`src/rtl/pd_pkg.sv`:
```
// Shared types and constants for the PD/PI controller slice.
// State encoding, pipeline latency and overrun counter width.
package pd_pkg;

  typedef enum logic [1:0] {
    IDLE,
    RUN,
    HOLD
  } pd_state_t;

  localparam int PD_PIPE_LATENCY = 4;
  localparam int OVR_W = 16;

endpackage

```
`src/rtl/pd_pipeline.sv`:
```
// Four-stage PD/PI arithmetic pipeline: error, integral, products, sum.
// Ports: kp/ki/setpoint/actual (IW), integral in, integral_result/pd_result.
module pd_pipeline #(
  parameter int IW = 18,
  parameter int OW = 32
) (
  input  logic                 clk,
  input  logic                 rst_n,
  input  logic signed [IW-1:0] kp,
  input  logic signed [IW-1:0] ki,
  input  logic signed [IW-1:0] setpoint,
  input  logic signed [IW-1:0] actual,
  input  logic signed [OW-1:0] integral,
  output logic signed [OW-1:0] integral_result,
  output logic signed [OW-1:0] pd_result
);

  function automatic logic signed [OW-1:0] sext(
    input logic signed [IW-1:0] v
  );
    return {{(OW-IW){v[IW-1]}}, v};
  endfunction

  logic signed [OW-1:0] err1, err2;
  logic signed [OW-1:0] int2, int3, int4;
  logic signed [OW-1:0] pi3, pp3, pd4;

  always_ff @(posedge clk) begin
    if (!rst_n) begin
      err1 <= '0;
      err2 <= '0;
      int2 <= '0;
      int3 <= '0;
      int4 <= '0;
      pi3  <= '0;
      pp3  <= '0;
      pd4  <= '0;
    end else begin
      err1 <= sext(actual) - sext(setpoint);
      int2 <= integral + err1;
      err2 <= err1;
      pi3  <= int2 * sext(ki);
      pp3  <= err2 * sext(kp);
      int3 <= int2;
      pd4  <= pi3 + pp3;
      int4 <= int3;
    end
  end

  assign integral_result = int4;
  assign pd_result       = pd4;

endmodule

```
`src/rtl/pd_controller.sv`:
```
// PD/PI sequencing controller: launch, wait pipeline, hold result.
// Ports: sample/gains in, out_valid/out_ready/out_data, integral, overruns.
// Optional: PD_CONTROLLER_ANTI_WINDUP_EN clamps the stored integral.
module pd_controller
  import pd_pkg::*;
#(
  parameter int INPUT_WIDTH    = 18,
  parameter int OUTPUT_WIDTH   = 32,
  parameter int INTEGRAL_LIMIT = 2**24
) (
  input  logic                    clk,
  input  logic                    rst_n,
  input  logic                    enable,
  input  logic                    clear_integral,
  input  logic [INPUT_WIDTH-1:0]  kp_in,
  input  logic [INPUT_WIDTH-1:0]  ki_in,
  input  logic [INPUT_WIDTH-1:0]  setpoint_in,
  input  logic                    sample_valid,
  input  logic [INPUT_WIDTH-1:0]  sample,
  output logic                    sample_ready,
  output logic                    out_valid,
  input  logic                    out_ready,
  output logic [OUTPUT_WIDTH-1:0] out_data,
  output logic [OUTPUT_WIDTH-1:0] integral_out,
  output logic                    integral_sat,
  output logic                    busy,
  output logic [OVR_W-1:0]        overrun_count
);

  localparam int IW = INPUT_WIDTH;
  localparam int OW = OUTPUT_WIDTH;
  localparam logic signed [OW-1:0] LIM = OW'(INTEGRAL_LIMIT);

  pd_state_t state;
  logic [2:0] cnt;

  logic signed [IW-1:0] kp_q, ki_q, sp_q, act_q;
  // Integral snapshot at launch so a same-cycle clear
  // does not disturb the sample already in flight.
  logic signed [OW-1:0] int_l;

  logic signed [OW-1:0] int_res, pd_res;
  logic signed [OW-1:0] int_next;
  logic                 sat_next;

  pd_pipeline #(
    .IW(IW),
    .OW(OW)
  ) u_pipe (
    .clk             (clk),
    .rst_n           (rst_n),
    .kp              (kp_q),
    .ki              (ki_q),
    .setpoint        (sp_q),
    .actual          (act_q),
    .integral        (int_l),
    .integral_result (int_res),
    .pd_result       (pd_res)
  );

`ifdef PD_CONTROLLER_ANTI_WINDUP_EN
  always_comb begin
    int_next = int_res;
    sat_next = 1'b0;
    if (int_res > LIM) begin
      int_next = LIM;
      sat_next = 1'b1;
    end else if (int_res < -LIM) begin
      int_next = -LIM;
      sat_next = 1'b1;
    end
  end
`else
  logic unused_lim;
  assign unused_lim = ^LIM;
  assign int_next   = int_res;
  assign sat_next   = 1'b0;
`endif

  assign sample_ready = (state == IDLE) && enable;
  assign busy         = (state != IDLE);

  always_ff @(posedge clk) begin
    if (!rst_n) begin
      state        <= IDLE;
      cnt          <= '0;
      out_valid    <= 1'b0;
      out_data     <= '0;
      integral_out <= '0;
      integral_sat <= 1'b0;
      kp_q         <= '0;
      ki_q         <= '0;
      sp_q         <= '0;
      act_q        <= '0;
      int_l        <= '0;
    end else if (!enable) begin
      state        <= IDLE;
      cnt          <= '0;
      out_valid    <= 1'b0;
      integral_out <= '0;
      integral_sat <= 1'b0;
    end else begin
      unique case (state)
        IDLE: begin
          if (sample_valid) begin
            kp_q  <= kp_in;
            ki_q  <= ki_in;
            sp_q  <= setpoint_in;
            act_q <= sample;
            int_l <= integral_out;
            cnt   <= 3'(PD_PIPE_LATENCY);
            state <= RUN;
          end
        end
        RUN: begin
          if (cnt == '0) begin
            out_data     <= pd_res;
            integral_out <= int_next;
            integral_sat <= sat_next;
            out_valid    <= 1'b1;
            state        <= HOLD;
          end else begin
            cnt <= cnt - 3'd1;
          end
        end
        HOLD: begin
          if (out_ready) begin
            out_valid <= 1'b0;
            state     <= IDLE;
          end
        end
        default: state <= IDLE;
      endcase
      if (clear_integral) integral_out <= '0;
    end
  end

  always_ff @(posedge clk) begin
    if (!rst_n) begin
      overrun_count <= '0;
    end else if (enable && sample_valid && !sample_ready &&
                 overrun_count != '1) begin
      overrun_count <= overrun_count + 1'b1;
    end
  end

endmodule

```
`config.mk`:
```
export PLATFORM = sky130hd
export DESIGN_NAME = pd_controller
export DESIGN_NICKNAME = d
export VERILOG_FILES = /design/src/rtl/pd_pkg.sv /design/src/rtl/pd_pipeline.sv /design/src/rtl/pd_controller.sv
export SDC_FILE = /design/constraint.sdc
export NUM_CORES = 2
export LEC_CHECK = 0
export ABC_AREA = 1
export CORE_UTILIZATION = 55
export CTS_CLUSTER_SIZE = 8
export DETAILED_ROUTE_END_ITERATION = 16
export MAX_ROUTING_LAYER = met4
export PLACE_DENSITY = 0.83
export SYNTH_ARGS = -nofsm -noshare
export SYNTH_HDL_FRONTEND = slang
export SYNTH_SLANG_ARGS = --single-unit
export TNS_END_PERCENT = 10
```
`constraint.sdc`:
```
create_clock -name clk -period 7 [get_ports clk]
set_clock_uncertainty 0.05 [all_clocks]
set_input_delay 0.7 -clock clk [delete_from_list [all_inputs] [get_ports clk]]
set_output_delay 0.7 -clock clk [all_outputs]
set_load 0.01 [all_outputs]
```
# After elaboration in Yosys (flattened, before gate mapping)
# Cells that the tools add are included.
# totals
output_inout_bits,84
register_bits,446
wordCells,63
inputBits,78
# classes
multipliers,2
muxes,10
n_addsub,5
n_reduce_logical,18
n_eq_ne,7
bitwise_logic,2
# ops
op,count
32-bit adder,2
32-bit by 18-bit multiplier with 32-bit output,2
18-bit by 18-bit subtractor with 19-bit output,1
"16-bit by 1-bit adder with 16-bit output, second input constant",1
"16-bit inequality test, second input constant",1
3-bit AND reduction,5
"2-bit inequality test, second input constant",4
2-bit two-way mux,3
3-bit two-way mux,2
2-bit one-hot mux with 3 select lines,1
3-bit one-hot mux with 2 select lines,1
2-bit nonzero test,3
1-bit logical AND,4
2-bit AND reduction,2
3-bit zero test,1
3-bit OR reduction,1
"3-bit by 1-bit subtractor with 3-bit output, second input constant",1
"2-bit by 1-bit == test with 1-bit output, second input constant",1
"2-bit == test, second input constant",1
2-bit zero test,1
1-bit two-way mux,2
1-bit inverter,2
1-bit one-hot mux with 2 select lines,1
1-bit zero test,1

# Logic depth before layout (Yosys ltp)
# logic_depth
ltp_word,5
ltp_mapped,30
depth_no_buf,28

# By module
# From an unflattened synthesis, not the netlist that was laid out.
# unflattened
hier_cells,5722
area_unflattened_um2,43006.2
# by_module_without_submodules
mod,seq_area_each_um2,n_inst,area_each_um2,cells_per_inst
pd_pipeline,4604.4,1,35975.8,4788
pd_controller,3803.6,1,7030.5,934

# Worst setup path before layout
# OpenSTA, ideal clock, no wires.
# synth_timing
path_type,flip-flop to flip-flop
from,register u_pipe.err2[7]
to,register u_pipe.pp3[25]
required_time_ns,6.837
setup_time_ns,0.113
stages_incl_launch_ff,24
path_slack_ns,1.463
synth_period_minus_slack_ns,5.537
arrival_time_ns,5.373
n_path_buf,2
cell_sequence,dfxtp_1 clkbuf_1 buf_1 nand2_1 fa_1 inv_1 fa_1 inv_1 fa_1 inv_1 fa_1 fa_1 inv_1 fa_1 inv_1 ha_1 a21oi_1 o21ai_0 a21oi_1 o21ai_2 a21oi_2 o21bai_1 o21ai_1 nor2_1
# synth_between
elab_chain_len,1
# synth_lines
item,line,text
from (decl),pd_pipeline.sv:24,"logic signed [OW-1:0] err1, err2;"
from (signal assigned),pd_pipeline.sv:41,err2 <= err1;
32-bit by 18-bit multiplier with 32-bit output,pd_pipeline.sv:43,pp3 <= err2 * sext(kp);
to (signal assigned),pd_pipeline.sv:43,
to (decl),pd_pipeline.sv:26,"logic signed [OW-1:0] pi3, pp3, pd4;"
# Every way passes these cells.
# A chain may end at the register's enable or synchronous reset.

# Final worst setup path
# layout_timing
from,register kp_q[10]
to,register u_pipe.pp3[27]
# layout_between
elab_chain_len,1
# layout_lines
item,line,text
from (decl),pd_controller.sv:37,"logic signed [IW-1:0] kp_q, ki_q, sp_q, act_q;"
from (signal assigned),pd_controller.sv:106,kp_q <= kp_in;
32-bit by 18-bit multiplier with 32-bit output,pd_pipeline.sv:43,
# Every way passes these cells.

==> results by stage <==
Power:
- The leakage dissipation is 25.29 nW.
- The logic gate share of total power is 0.404.
- The peak supply drop is 0.2414 mV.
- In this run the power spent charging and discharging nets is 0.003997 W.
- The sequential power share is 0.327.
- The share of power burned in the clock network is 0.270.
- In this run the power density over the cells is 205.6 nW/µm².
- The switching power share of the total is 0.4161.
- Cell internal power was estimated by the tool at 0.005610 W.

Yosys:
- After synthesis the netlist holds a flip-flop and latch count of 420.
- Summed over all instances, the cell type with the most area after synthesis is fa_1.
- In the post-synthesis netlist, the cell with the most instances is inv_1.
- The netlist area before placement is 42640 µm².
- The commonest cells after synthesis are 1418 x inv_1, 1272 x nand2_1, 638 x fa_1, 426 x nor2_1, 420 x dfxtp_1.
- The synthesized instance count is 5657.
- The number of unique standard cell types used by synthesis is 56.
- For this run, the leading register cell type out of synthesis is dfxtp_1.
- The mean area per synthesized cell is 7.537 µm².
- The share of synthesized area in the top cell type comes to 0.2996.
- During synthesis, Yosys emitted a total of 0 warnings.
- By area the synthesized netlist is led by fa_1 30%, dfxtp_1 20%, inv_1 12%.
- The number of nets produced by synthesis is 6639.
- The synthesized design contains 0 enable-type register cells.
- Of the synthesized area, sequential elements account for 0.1972.
- The async set-or-reset flop fraction in the synthesized netlist is 0.

Place:
- Input and output buffers added on the ports amount to 160.
- Detailed placement ended at an HPWL of 90.58 mm.
- The worst setup slack before clock tree synthesis is 0.8628 ns.
- Routability-driven placement finished with a final weighted congestion of 0.9508.

Global route:
- The via count of the first global-routing pass came to 37093.
- The leftover overflow at the end of global routing is 0.
- The global router's overall resource usage is 0.3105.
- The number of antenna violations at the first check in global routing is 1.
- Entering global routing, the biggest net connects 196 pins.
- The wire length of the first global-routing pass is 188.2 mm.

Worst setup path:
- The endpoint kind of the worst setup timing path is a register.
- The number of buffer and inverter stages on the critical path is 5.
- The critical path goes through nand2_1 -> fa_1 -> inv_1 -> fa_1 -> inv_1 -> fa_1 -> inv_1 -> fa_1 -> fa_1 -> inv_1 -> fa_1 -> inv_1 -> ha_1 -> a21oi_1 -> o21ai_0 -> a21oi_1 -> o21ai_2 -> a21oi_2 -> o21bai_1 -> nand2_1 -> nand2_1 -> nor2_1.
- The library cell appearing most often on the critical path is fa_1.
- The maximum fanout along the worst path is 20.
- In this design, the largest share of critical-path delay is due to adder cells.
- The slowest stage cell on the critical path is dfxtp_1.
- At the worst endpoint, the arrival time is 6.68 ns.
- The setup path with the least slack is of type reg -> reg.
- The sort of element at the start of the critical path is a register.
- The data required time of the worst path is 7.47 ns.
- The biggest cell delay along the critical path is 0.91 ns.

Die:
- The floorplan step set the die height to 280.4 µm.
- The number of top-level pins is 162.
- The initial cell density of the core is 0.5586.
- The floorplan step set the die width to 280.4 µm.
- The site row count is 101.
- In this run the standard cell core region covers 76330 µm².
- The die area is 78640 µm².

Clocking:
- After clock tree synthesis, the clock-pin slew on the worst setup and hold paths is 0.05 ns.
- The number of buffers added to fix hold violations after cts is 0.
- Buffers added to address setup during post-CTS repair amount to 0.
- The H-tree generated during clock tree synthesis spans 2 levels.
- TritonCTS built the clock tree.
- The count of instances resized after the clock tree is built is 0.
- The cell chosen for the clock root is clkbuf_16.
- The maximum count of clock buffers along a single path is 3.
- For the worst-skew pair, the clock arrives at the later sink with an insertion delay of 0.65 ns.
- Buffers inserted during clock tree synthesis total 59.
- For this design, the sink count on the clock tree is 420.

Timing:
- The achievable frequency is 161.0 MHz.
- The slew at the pin closest to its max-slew limit is 1.100 ns.
- Setup total negative slack on the finished layout was measured at 0 ns.
- Setup repair after global routing left no endpoint under its margin.
- The number of failing hold endpoints at the final stage is 0.
- Setup slack closes at 0.7898 ns.
- The final clock period utilization by the worst path is 0.8872.
- The relative max-transition margin is 0.2658.
- The count of pins over their slew limit was 0.
- The total setup violations reported at the end of the flow is 0.
- The clock period could shrink to 6.210 ns.

Detailed routing:
- Summing over every cut layer, the via total after detailed routing is 35613.
- The first-pass detailed-route iteration total is 8.
- After detailed routing, the average wire length per cell comes to 17.03 µm.
- In the routed layout, each cell is associated on average with a via count of 5.281.
- The number of remaining DRC errors is 0.
- The starting DRC count in detailed routing is 2721.
- The total wirelength of the detailed-routed design is 114.8 mm.
- The number of nets with antenna violations after routing is 0.

Final layout:
- The fraction of layout instances using a drive strength above 1 is 0.03554.
- The final layout contains 6685 nets.
- Compared with the post-synthesis result, the final layout area differs by 9.567%.

Run:
- The number of max-cap violations is 0.

Worst hold path:
- The worst hold path belongs to the class reg -> reg.

Status:
- The flow ran to the end, and the final reports show no timing, DRC or antenna violations.
==> power by group through the flow <==
stage	Combinational (W)	Clock [W]	Sequential, W
final	0.00388	0.00259	0.00314
after global routing	0.00441	0.00272	0.00315
after CTS	0.00387	0.00262	0.00312
after detailed placement	0.00383	0	0.00317
after global placement	0.00376	0	0.00316
after floorplan	0.00286	0	0.00284
==> per-stage QoR <==
step                std cells  hold slack (ns)  cell area [µm²]  total power [W]  utilization
CTS                      6742           0.3423            46710         0.009606       0.6120
global placement         6672           0.3441            45090         0.006917       0.5908
finish                   6743           0.3389            46710         0.009607       0.6120
detailed placement       6672           0.3454            45090         0.007001       0.5908
floorplan                5657           0.3405            42640         0.005699            -
global route             6743           0.3616            46710          0.01028       0.6120
==> area by class of cell <==
| class | count | area (µm²) |
|---|---|---|
| multi-input cells | 3560 | 27880 |
| fillers | 6563 | 29610 |
| clock buffers | 66 | 1523 |
| diodes | 1 | 2.502 |
| repair buffers | 228 | 2130 |
| clock inverters | 4 | 95.09 |
| flip-flops and latches | 420 | 8408 |
| well taps | 1030 | 1289 |
| inverters | 1434 | 5388 |
==> state kept, by name (all words and copies together), names as in the netlist, 2 cells and up <==
name and cells:
u_pipe.integral_result 32, integral_out 32, u_pipe.err1 19, u_pipe.err2 19
u_pipe.pi3 32, act_q 18, sp_q 18, u_pipe.pd_result 32
ki_q 18, u_pipe.int2 32, overrun_count 16, out_data 32
u_pipe.pp3 32, state 2, kp_q 18, u_pipe.int3 32
int_l 32, cnt 3
==> layout by cell type, fill, tap and decap left out, types with 9 or more instances in the layout <==
| master | instances |
|---|---|
| nand3_1 | 92 |
| clkbuf_16 | 59 |
| nand2_1 | 1272 |
| ha_1 | 266 |
| xnor2_1 | 13 |
| clkdlybuf4s50_1 | 159 |
| inv_1 | 1417 |
| o21ai_0 | 231 |
| inv_2 | 11 |
| a21o_1 | 15 |
| o21a_1 | 43 |
| a31oi_1 | 12 |
| xor2_1 | 15 |
| buf_4 | 67 |
| o21ai_2 | 9 |
| dfxtp_1 | 420 |
| nor2_1 | 426 |
| fa_1 | 638 |
| or2_2 | 14 |
| o21ai_1 | 52 |
| a21oi_1 | 325 |
| a211oi_1 | 9 |
| nor3_1 | 28 |
| nand4_1 | 24 |
==> metal layers <==
layer / global-route usage / wire length, µm / part of all wire / up-vias
met5: - / 0 / 0 / -
met4: 0.1331 / 5299 / 0.046 / 0
met3: 0.04555 / 7933 / 0.069 / 357
met2: 0.5235 / 55760 / 0.49 / 1427
met1: 0.3702 / 45850 / 0.40 / 17074
li1: - / - / - / 16755
==> path summary, 6_finish.rpt <==
check	start	endpoint	slack [ns]	depth (start not counted)
max	kp_q[10]$_SDFFE_PN0P_	u_pipe.pp3[27]$_SDFF_PN0_	0.79	22
min reg2reg	u_pipe.int3[12]$_SDFF_PN0_	u_pipe.integral_result[12]$_SDFF_PN0_	0.34	2
min	u_pipe.int3[12]$_SDFF_PN0_	u_pipe.integral_result[12]$_SDFF_PN0_	0.34	2
max reg2reg	kp_q[10]$_SDFFE_PN0P_	u_pipe.pp3[27]$_SDFF_PN0_	0.79	22
==> cells by family after synthesis <==
kind of cell / Yosys count / synth area share
and+or+nand+nor: 1894 / 0.1760
xor gates and xnor gates: 29 / 0.006134
AOI/OAI and AO/OA: 732 / 0.09408
other: 1 / 0.00008795
buffers and inverters: 1677 / 0.1489
adders and majority gates: 904 / 0.3776
DFF: 420 / 0.1972
==> worst register-to-register path, delay by kind of cell, from the launching register on <==
kind	cells	cell delay, ns
AOI/OAI and AO/OA	6	1.08
adders and majority gates	7	3.40
buffers and inverters	5	0.28
DFF	1	0.91
and+or+nand+nor	4	0.41
Note: power is estimated with default switching activity, not from simulation.
